**config.mk**
```make
export PLATFORM = sky130hd
export DESIGN_NAME = incline_filt
export DESIGN_NICKNAME = d
export VERILOG_FILES = /design/src/rtl/incline_filt.sv
export SDC_FILE = /design/constraint.sdc
export NUM_CORES = 1
export LEC_CHECK = 0
export BUFFER_PORTS_ARGS = -buffer_cell sky130_fd_sc_hd__buf_2
export CORE_ASPECT_RATIO = 0.9
export CORE_UTILIZATION = 55
export DETAILED_ROUTE_END_ITERATION = 12
export PLACE_DENSITY = 0.82
export SLEW_MARGIN = 10
export SYNTH_ARGS = -nofsm -noshare
export SYNTH_HDL_FRONTEND = slang
export SYNTH_SLANG_ARGS = --single-unit
```
**constraint.sdc**
```tcl
create_clock -name clk -period 4.03 [get_ports clk]
set_input_delay 0.6045 -clock clk [delete_from_list [all_inputs] [get_ports clk]]
set_output_delay 0.6045 -clock clk [all_outputs]
set_load 0.05 [all_outputs]
```
**src/rtl/incline_filt.sv**
```systemverilog
// Exponential moving average of the saturated incline word, plus a clipped unsigned incline factor.
// Optional INCLINE_DEADBAND_EN forces the factor to FACTOR_OFFSET while |avg| < 8.

module incline_filt #(
  parameter int AVG_LOG2      = 4,
  parameter int FACTOR_OFFSET = 256
) (
  input  logic       clk,
  input  logic       rst,
  input  logic       vld,
  input  logic       clr,
  input  logic [9:0] incline_sat,
  output logic [9:0] incline_avg,
  output logic [8:0] incline_factor,
  output logic       avg_vld,
  output logic       seeded
);

  // state | meaning
  // SEED  | no history; next accepted sample loads the accumulator directly
  // RUN   | history held; accepted samples update the EMA
  typedef enum logic {SEED = 1'b0, RUN = 1'b1} state_t;

  localparam int AW = 11 + AVG_LOG2;

  localparam logic signed [AW:0]   ACC_MAX = {3'b000, {(9 + AVG_LOG2){1'b1}}};
  localparam logic signed [AW:0]   ACC_MIN = {3'b111, {(9 + AVG_LOG2){1'b0}}};
  localparam logic signed [AW-1:0] AVG_HI  = {{(AW - 9){1'b0}}, {9{1'b1}}};
  localparam logic signed [AW-1:0] AVG_LO  = {{(AW - 9){1'b1}}, {9{1'b0}}};
  localparam logic signed [10:0]   FOFF    = 11'(FACTOR_OFFSET);
  localparam logic        [8:0]    FRST    = 9'(FACTOR_OFFSET);

  state_t state, state_nx;

  logic                 load_seed;
  logic                 load_run;
  logic                 upd_q;
  logic signed [AW-1:0] accum;
  logic signed [AW-1:0] accum_nx;

  logic signed [AW:0]   acc_x;
  logic signed [AW:0]   dec_x;
  logic signed [AW:0]   smp_x;
  logic signed [AW:0]   seed_x;
  logic signed [AW:0]   sum_x;

  logic signed [AW-1:0] avg_w;
  logic signed [9:0]    avg10;
  logic signed [9:0]    avg_f;
  logic signed [10:0]   f11;
  logic        [8:0]    factor_nx;

  // ---------------- controller ----------------
  always_ff @(posedge clk or posedge rst) begin
    if (rst) state <= SEED;
    else     state <= state_nx;
  end

  always_comb begin
    state_nx = state;
    if (clr)
      state_nx = SEED;
    else if (vld && state == SEED)
      state_nx = RUN;
  end

  always_comb begin
    load_seed = 1'b0;
    load_run  = 1'b0;
    if (vld && !clr) begin
      if (state == SEED) load_seed = 1'b1;
      else               load_run  = 1'b1;
    end
    seeded = (state == RUN);
  end

  // ---------------- accumulator ----------------
  always_comb begin
    acc_x    = {accum[AW-1], accum};
    dec_x    = acc_x >>> AVG_LOG2;
    smp_x    = {{(AW - 9){incline_sat[9]}}, incline_sat};
    seed_x   = smp_x <<< AVG_LOG2;
    sum_x    = acc_x - dec_x + smp_x;
    accum_nx = accum;
    if (load_seed) begin
      accum_nx = seed_x[AW-1:0];
    end else if (load_run) begin
      if (sum_x > ACC_MAX)      accum_nx = ACC_MAX[AW-1:0];
      else if (sum_x < ACC_MIN) accum_nx = ACC_MIN[AW-1:0];
      else                      accum_nx = sum_x[AW-1:0];
    end
  end

  // upd_q marks an accumulator update whose result the output stage publishes next edge
  always_ff @(posedge clk or posedge rst) begin
    if (rst) begin
      accum <= '0;
      upd_q <= 1'b0;
    end else begin
      accum <= accum_nx;
      upd_q <= load_seed | load_run;
    end
  end

  // ---------------- output stage ----------------
  always_comb begin
    avg_w = accum >>> AVG_LOG2;
    if (avg_w > AVG_HI)      avg10 = 10'sd511;
    else if (avg_w < AVG_LO) avg10 = -10'sd512;
    else                     avg10 = avg_w[9:0];

`ifdef INCLINE_DEADBAND_EN
    if (avg10 >= -10'sd7 && avg10 <= 10'sd7) avg_f = '0;
    else                                      avg_f = avg10;
`else
    avg_f = avg10;
`endif

    f11 = {avg_f[9], avg_f} + FOFF;
    if (f11 < 11'sd0)        factor_nx = 9'd0;
    else if (f11 > 11'sd511) factor_nx = 9'd511;
    else                     factor_nx = f11[8:0];
  end

  always_ff @(posedge clk or posedge rst) begin
    if (rst) begin
      incline_avg    <= '0;
      incline_factor <= FRST;
      avg_vld        <= 1'b0;
    end else begin
      avg_vld <= upd_q;
      if (upd_q) begin
        incline_avg    <= avg10;
        incline_factor <= factor_nx;
      end
    end
  end

endmodule
```
==> impl_results.html <==
<table>
<tr><th>Metric</th><th>Value</th></tr>
<tr><th colspan="2">Worst setup path</th></tr>
<tr><td>Kind of launch point of the worst setup path</td><td>register</td></tr>
<tr><td>Capture instance of the worst register-to-register path</td><td>accum[4]</td></tr>
<tr><td>Highest net fanout along the worst path</td><td>9</td></tr>
<tr><td>Termination of the worst setup path</td><td>accum[4]</td></tr>
<tr><td>CP peak stage delay</td><td>0.60 ns</td></tr>
<tr><td>Flop-to-flop setup slack</td><td>0.34 ns</td></tr>
<tr><td>Crit path from</td><td>accum[13]</td></tr>
<tr><td>Crit end category</td><td>register</td></tr>
<tr><td>Master of the slowest instance on the critical path</td><td>sky130_fd_sc_hd__fa_1</td></tr>
<tr><td>WP depth</td><td>12</td></tr>
<tr><td>Family of cells with the greatest summed delay on the critical path</td><td>compound AO/OA/AOI/OAI gates</td></tr>
<tr><td>Required arrival time at the worst endpoint</td><td>4.24 ns</td></tr>
<tr><td>Cell Chain, Critical Path</td><td>clkinv_1, fa_1, inv_1, ha_1, inv_2, nor2_2, nand2_1, o31ai_1, a311oi_4, a21oi_2, nor2_4, a221oi_2</td></tr>
<tr><td>Critical setup path kind</td><td>register to register</td></tr>
<tr><td>Worst endpoint data arrival time</td><td>3.90 ns</td></tr>
<tr><td>Launch point of the worst reg-to-reg path</td><td>accum[13]</td></tr>
<tr><td>Total buffers and inverters traversed by the critical path</td><td>3</td></tr>
<tr><td>R2R depth</td><td>12</td></tr>
<tr><th colspan="2">STA</th></tr>
<tr><td>Final hold violation count</td><td>0</td></tr>
<tr><td>Slew Limit Headroom</td><td>0.424</td></tr>
<tr><td>Unrepaired setup endpoints after global routing</td><td>no</td></tr>
<tr><td>Final-layout setup total negative slack</td><td>0 ns</td></tr>
<tr><td>Max Transition Viols Final</td><td>0</td></tr>
<tr><td>Tcrit/Tclk final</td><td>0.916</td></tr>
<tr><td>Tmin final</td><td>3.69 ns</td></tr>
<tr><td>Total setup violations reported at the end of the flow</td><td>0</td></tr>
<tr><td>Clock tree skew after final layout</td><td>0.00997 ns</td></tr>
<tr><td>Worst-Margin Slew</td><td>0.864 ns</td></tr>
<tr><td>Maximum frequency from static timing analysis</td><td>0.271 GHz</td></tr>
<tr><th colspan="2">Routing</th></tr>
<tr><td>DRC</td><td>0</td></tr>
<tr><td>Number of detailed-routing iterations run before antenna repair</td><td>4</td></tr>
<tr><td>Via count</td><td>2320</td></tr>
<tr><td>Initial detailed-routing violation count</td><td>127</td></tr>
<tr><td>Routed length per instance</td><td>15.7 um</td></tr>
<tr><td>Drt via density</td><td>5.60</td></tr>
<tr><td>Routed wire length</td><td>6510 um</td></tr>
<tr><td>Final ANT Viol Nets</td><td>0</td></tr>
<tr><th colspan="2">Clock network</th></tr>
<tr><td>Largest buffer count on any clock path</td><td>2</td></tr>
<tr><td>Buffer count from post-CTS setup fixing</td><td>0</td></tr>
<tr><td>CTS buffer count</td><td>5</td></tr>
<tr><td>Clock root buffer</td><td>sky130_fd_sc_hd__clkbuf_8</td></tr>
<tr><td>Clock network latency to the later pin of the worst-skew pair</td><td>0.31 ns</td></tr>
<tr><td>Total of hold buffers inserted after clock tree synthesis</td><td>0</td></tr>
<tr><td>Total of cells resized after clock tree synthesis</td><td>0</td></tr>
<tr><td>Sink count of the clock tree</td><td>37</td></tr>
<tr><td>Clock transition at the registers of the reported paths</td><td>0.09 ns</td></tr>
<tr><td>Number of H-tree branching levels</td><td>2</td></tr>
<tr><td>Clock tree from TritonCTS</td><td>built</td></tr>
<tr><th colspan="2">Layout</th></tr>
<tr><td>Cell area after layout</td><td>3440 sq um</td></tr>
<tr><td>Nets</td><td>394</td></tr>
<tr><td>P&amp;R area growth vs syn</td><td>11.6%</td></tr>
<tr><td>Fraction of final layout cells sized beyond drive strength 1</td><td>0.245</td></tr>
<tr><td>Antenna Cells</td><td>0</td></tr>
<tr><td>Final instance count without filler cells</td><td>414</td></tr>
<tr><th colspan="2">Die</th></tr>
<tr><td>Top-Level Pins</td><td>35</td></tr>
<tr><td>Initial Utilization</td><td>0.580</td></tr>
<tr><td>Die boundary height</td><td>73.0 um</td></tr>
<tr><td>Horizontal die dimension</td><td>80.9 um</td></tr>
<tr><td>Number of placement rows</td><td>25</td></tr>
<tr><td>Area of the die</td><td>5910 sq um</td></tr>
<tr><td>Placeable core area</td><td>5320 sq um</td></tr>
<tr><th colspan="2">Yosys</th></tr>
<tr><td>Synthesized instance count</td><td>313</td></tr>
<tr><td>Syn Area/Cell</td><td>9.85 sq um</td></tr>
<tr><td>Netlist area before placement</td><td>3080 sq um</td></tr>
<tr><td>Number of flops mapped to enable cells by yosys</td><td>0</td></tr>
<tr><td>Main flop type after synthesis</td><td>sky130_fd_sc_hd__dfrtp_1</td></tr>
<tr><td>Share of the yosys chip area belonging to registers</td><td>0.301</td></tr>
<tr><td>Post-synth cell types</td><td>52</td></tr>
<tr><td>Synthesized netlist net count</td><td>361</td></tr>
<tr><td>Yosys warns</td><td>0</td></tr>
<tr><td>Synth async-reset ratio</td><td>1.00</td></tr>
<tr><td>Number of register bits inferred by synthesis</td><td>37</td></tr>
<tr><th colspan="2">Placement</th></tr>
<tr><td>Cells after DPL</td><td>406</td></tr>
<tr><td>PortBufs</td><td>34</td></tr>
<tr><td>Cell area after placement</td><td>3300 sq um</td></tr>
<tr><td>Final weighted congestion in routability-driven placement</td><td>0.857</td></tr>
<tr><td>Post-detail-place hpwl</td><td>4990 um</td></tr>
<tr><th colspan="2">Global routing</th></tr>
<tr><td>Total grt overflow</td><td>0</td></tr>
<tr><td>Wire length of the first global-routing pass</td><td>10500 um</td></tr>
<tr><td>Number of antenna violations at the first check in global routing</td><td>0</td></tr>
<tr><td>Number of global-route vias before repair</td><td>2238</td></tr>
<tr><td>Pin count of the biggest net entering global routing</td><td>38</td></tr>
<tr><td>Global-route total usage across every layer</td><td>0.238</td></tr>
<tr><th colspan="2">Job</th></tr>
<tr><td>Max-Cap Viols</td><td>0</td></tr>
<tr><th colspan="2">Outcome</th></tr>
<tr><td>Run status</td><td>complete, no violations</td></tr>
<tr><th colspan="2">Min path</th></tr>
<tr><td>Min-delay worst type</td><td>primary input to asynchronous set/reset pin</td></tr>
</table>
[synthesized netlist by cell type (3+ instances only)]
cell                        n  area, sq um
sky130_fd_sc_hd__a21oi_1   21          105
sky130_fd_sc_hd__nor3_1    11         55.1
sky130_fd_sc_hd__ha_1      20          250
sky130_fd_sc_hd__a221oi_2  11          165
sky130_fd_sc_hd__fa_1      14          280
sky130_fd_sc_hd__xor2_1     5         43.8
sky130_fd_sc_hd__mux2_2    10          113
sky130_fd_sc_hd__maj3_1     9         90.1
sky130_fd_sc_hd__dfrtp_1   36          901
sky130_fd_sc_hd__nand2_1   17         63.8
sky130_fd_sc_hd__a21o_1     8         60.1
sky130_fd_sc_hd__mux2i_1    9         90.1
sky130_fd_sc_hd__nor2_1    13         48.8
sky130_fd_sc_hd__xnor2_1   10         87.6
sky130_fd_sc_hd__o21ai_0    3         15.0
sky130_fd_sc_hd__o21ai_1    3         15.0
sky130_fd_sc_hd__clkbuf_1   8         30.0
sky130_fd_sc_hd__inv_1     62          233
sky130_fd_sc_hd__nand3_1    3         15.0
[routing by layer]
layer  track usage  routed length (um)
met3        0.0563                 238
met5             0                   0
met4        0.0595                  84
met2         0.391                3170
met1         0.315                3010
[through the flow]
stage	utilization	setup slack (ns)	hold WS (ns)
after floorplan	-	0.668	0.370
after global placement	0.621	0.295	0.477
after detailed placement	0.621	0.180	0.480
after CTS	0.647	0.366	0.416
after global routing	0.647	0.0811	0.443
final	0.647	0.338	0.390
[cells in the final DEF (no fill, tap or decap), drive strengths merged, types with 2 or more instances in the layout]
master  synthesis  routed
clkinv          2       2
ha             20      20
fa             14      14
a221oi         11      11
a211oi          2       2
o21ai           7       7
nand2          17      17
nor2           15      15
o22ai           3       3
xnor2          12      12
nand4           2       2
maj3            9       9
clkbuf          8       5
xor2            6       6
dfrtp          36      36
bufinv          0       2
mux2           10      10
o31ai           2       2
nor3           11      11
buf             4      38
nand3           3       3
a21oi          23      23
mux2i           9       9
a21o            8       8
o21bai          2       2
inv            63      64
[final cells by class]
class	instances	area, sq um
well taps	67	83.8
clock buffers	5	68.8
inverters	65	244
repair buffers	38	200
multi-input cells	199	1850
flip-flops and latches	37	927
fillers	421	1880
clock inverters	3	68.8
[registers in the layout, indices dropped and copies added, names as in the netlist]
signal / flops
seeded: 1
accum: 15
upd_q: 1
avg_vld: 1
incline_factor: 9
incline_avg: 10
[worst register-to-register path: cells and delay by family (launching register included)]
kind / cells / cell delay [ns]
AOI/OAI and AO/OA: 4 / 1.24
adders and majority gates: 2 / 1.01
buffers and inverters: 3 / 0.45
DFF: 1 / 0.50
and+or+nand+nor: 3 / 0.41
[cells by family (layout without fill, tap and decap cells)]
group	after synthesis	in the layout	synth area share
buffers and inverters	77	111	0.0999
AOI/OAI and AO/OA	67	67	0.192
and+or+nand+nor	52	52	0.0780
adders and majority gates	43	43	0.201
DFF	37	37	0.301
muxes	19	19	0.0658
xor gates and xnor gates	18	18	0.0621
[worst min-delay path by stage]
stage | to | slack, ns | from
after floorplan | avg_vld | 0.37 | upd_q
after global placement | incline_factor[8] | 0.48 | incline_factor[8]
after detailed placement | incline_factor[8] | 0.48 | incline_factor[8]
after CTS | incline_avg[0] | 0.42 | rst
after global routing | incline_avg[0] | 0.44 | rst
final | incline_avg[3] | 0.39 | rst
Power is left out: the tool's default activity adds up to more than one toggle a clock period on the data nets, which glitch-free logic cannot reach.
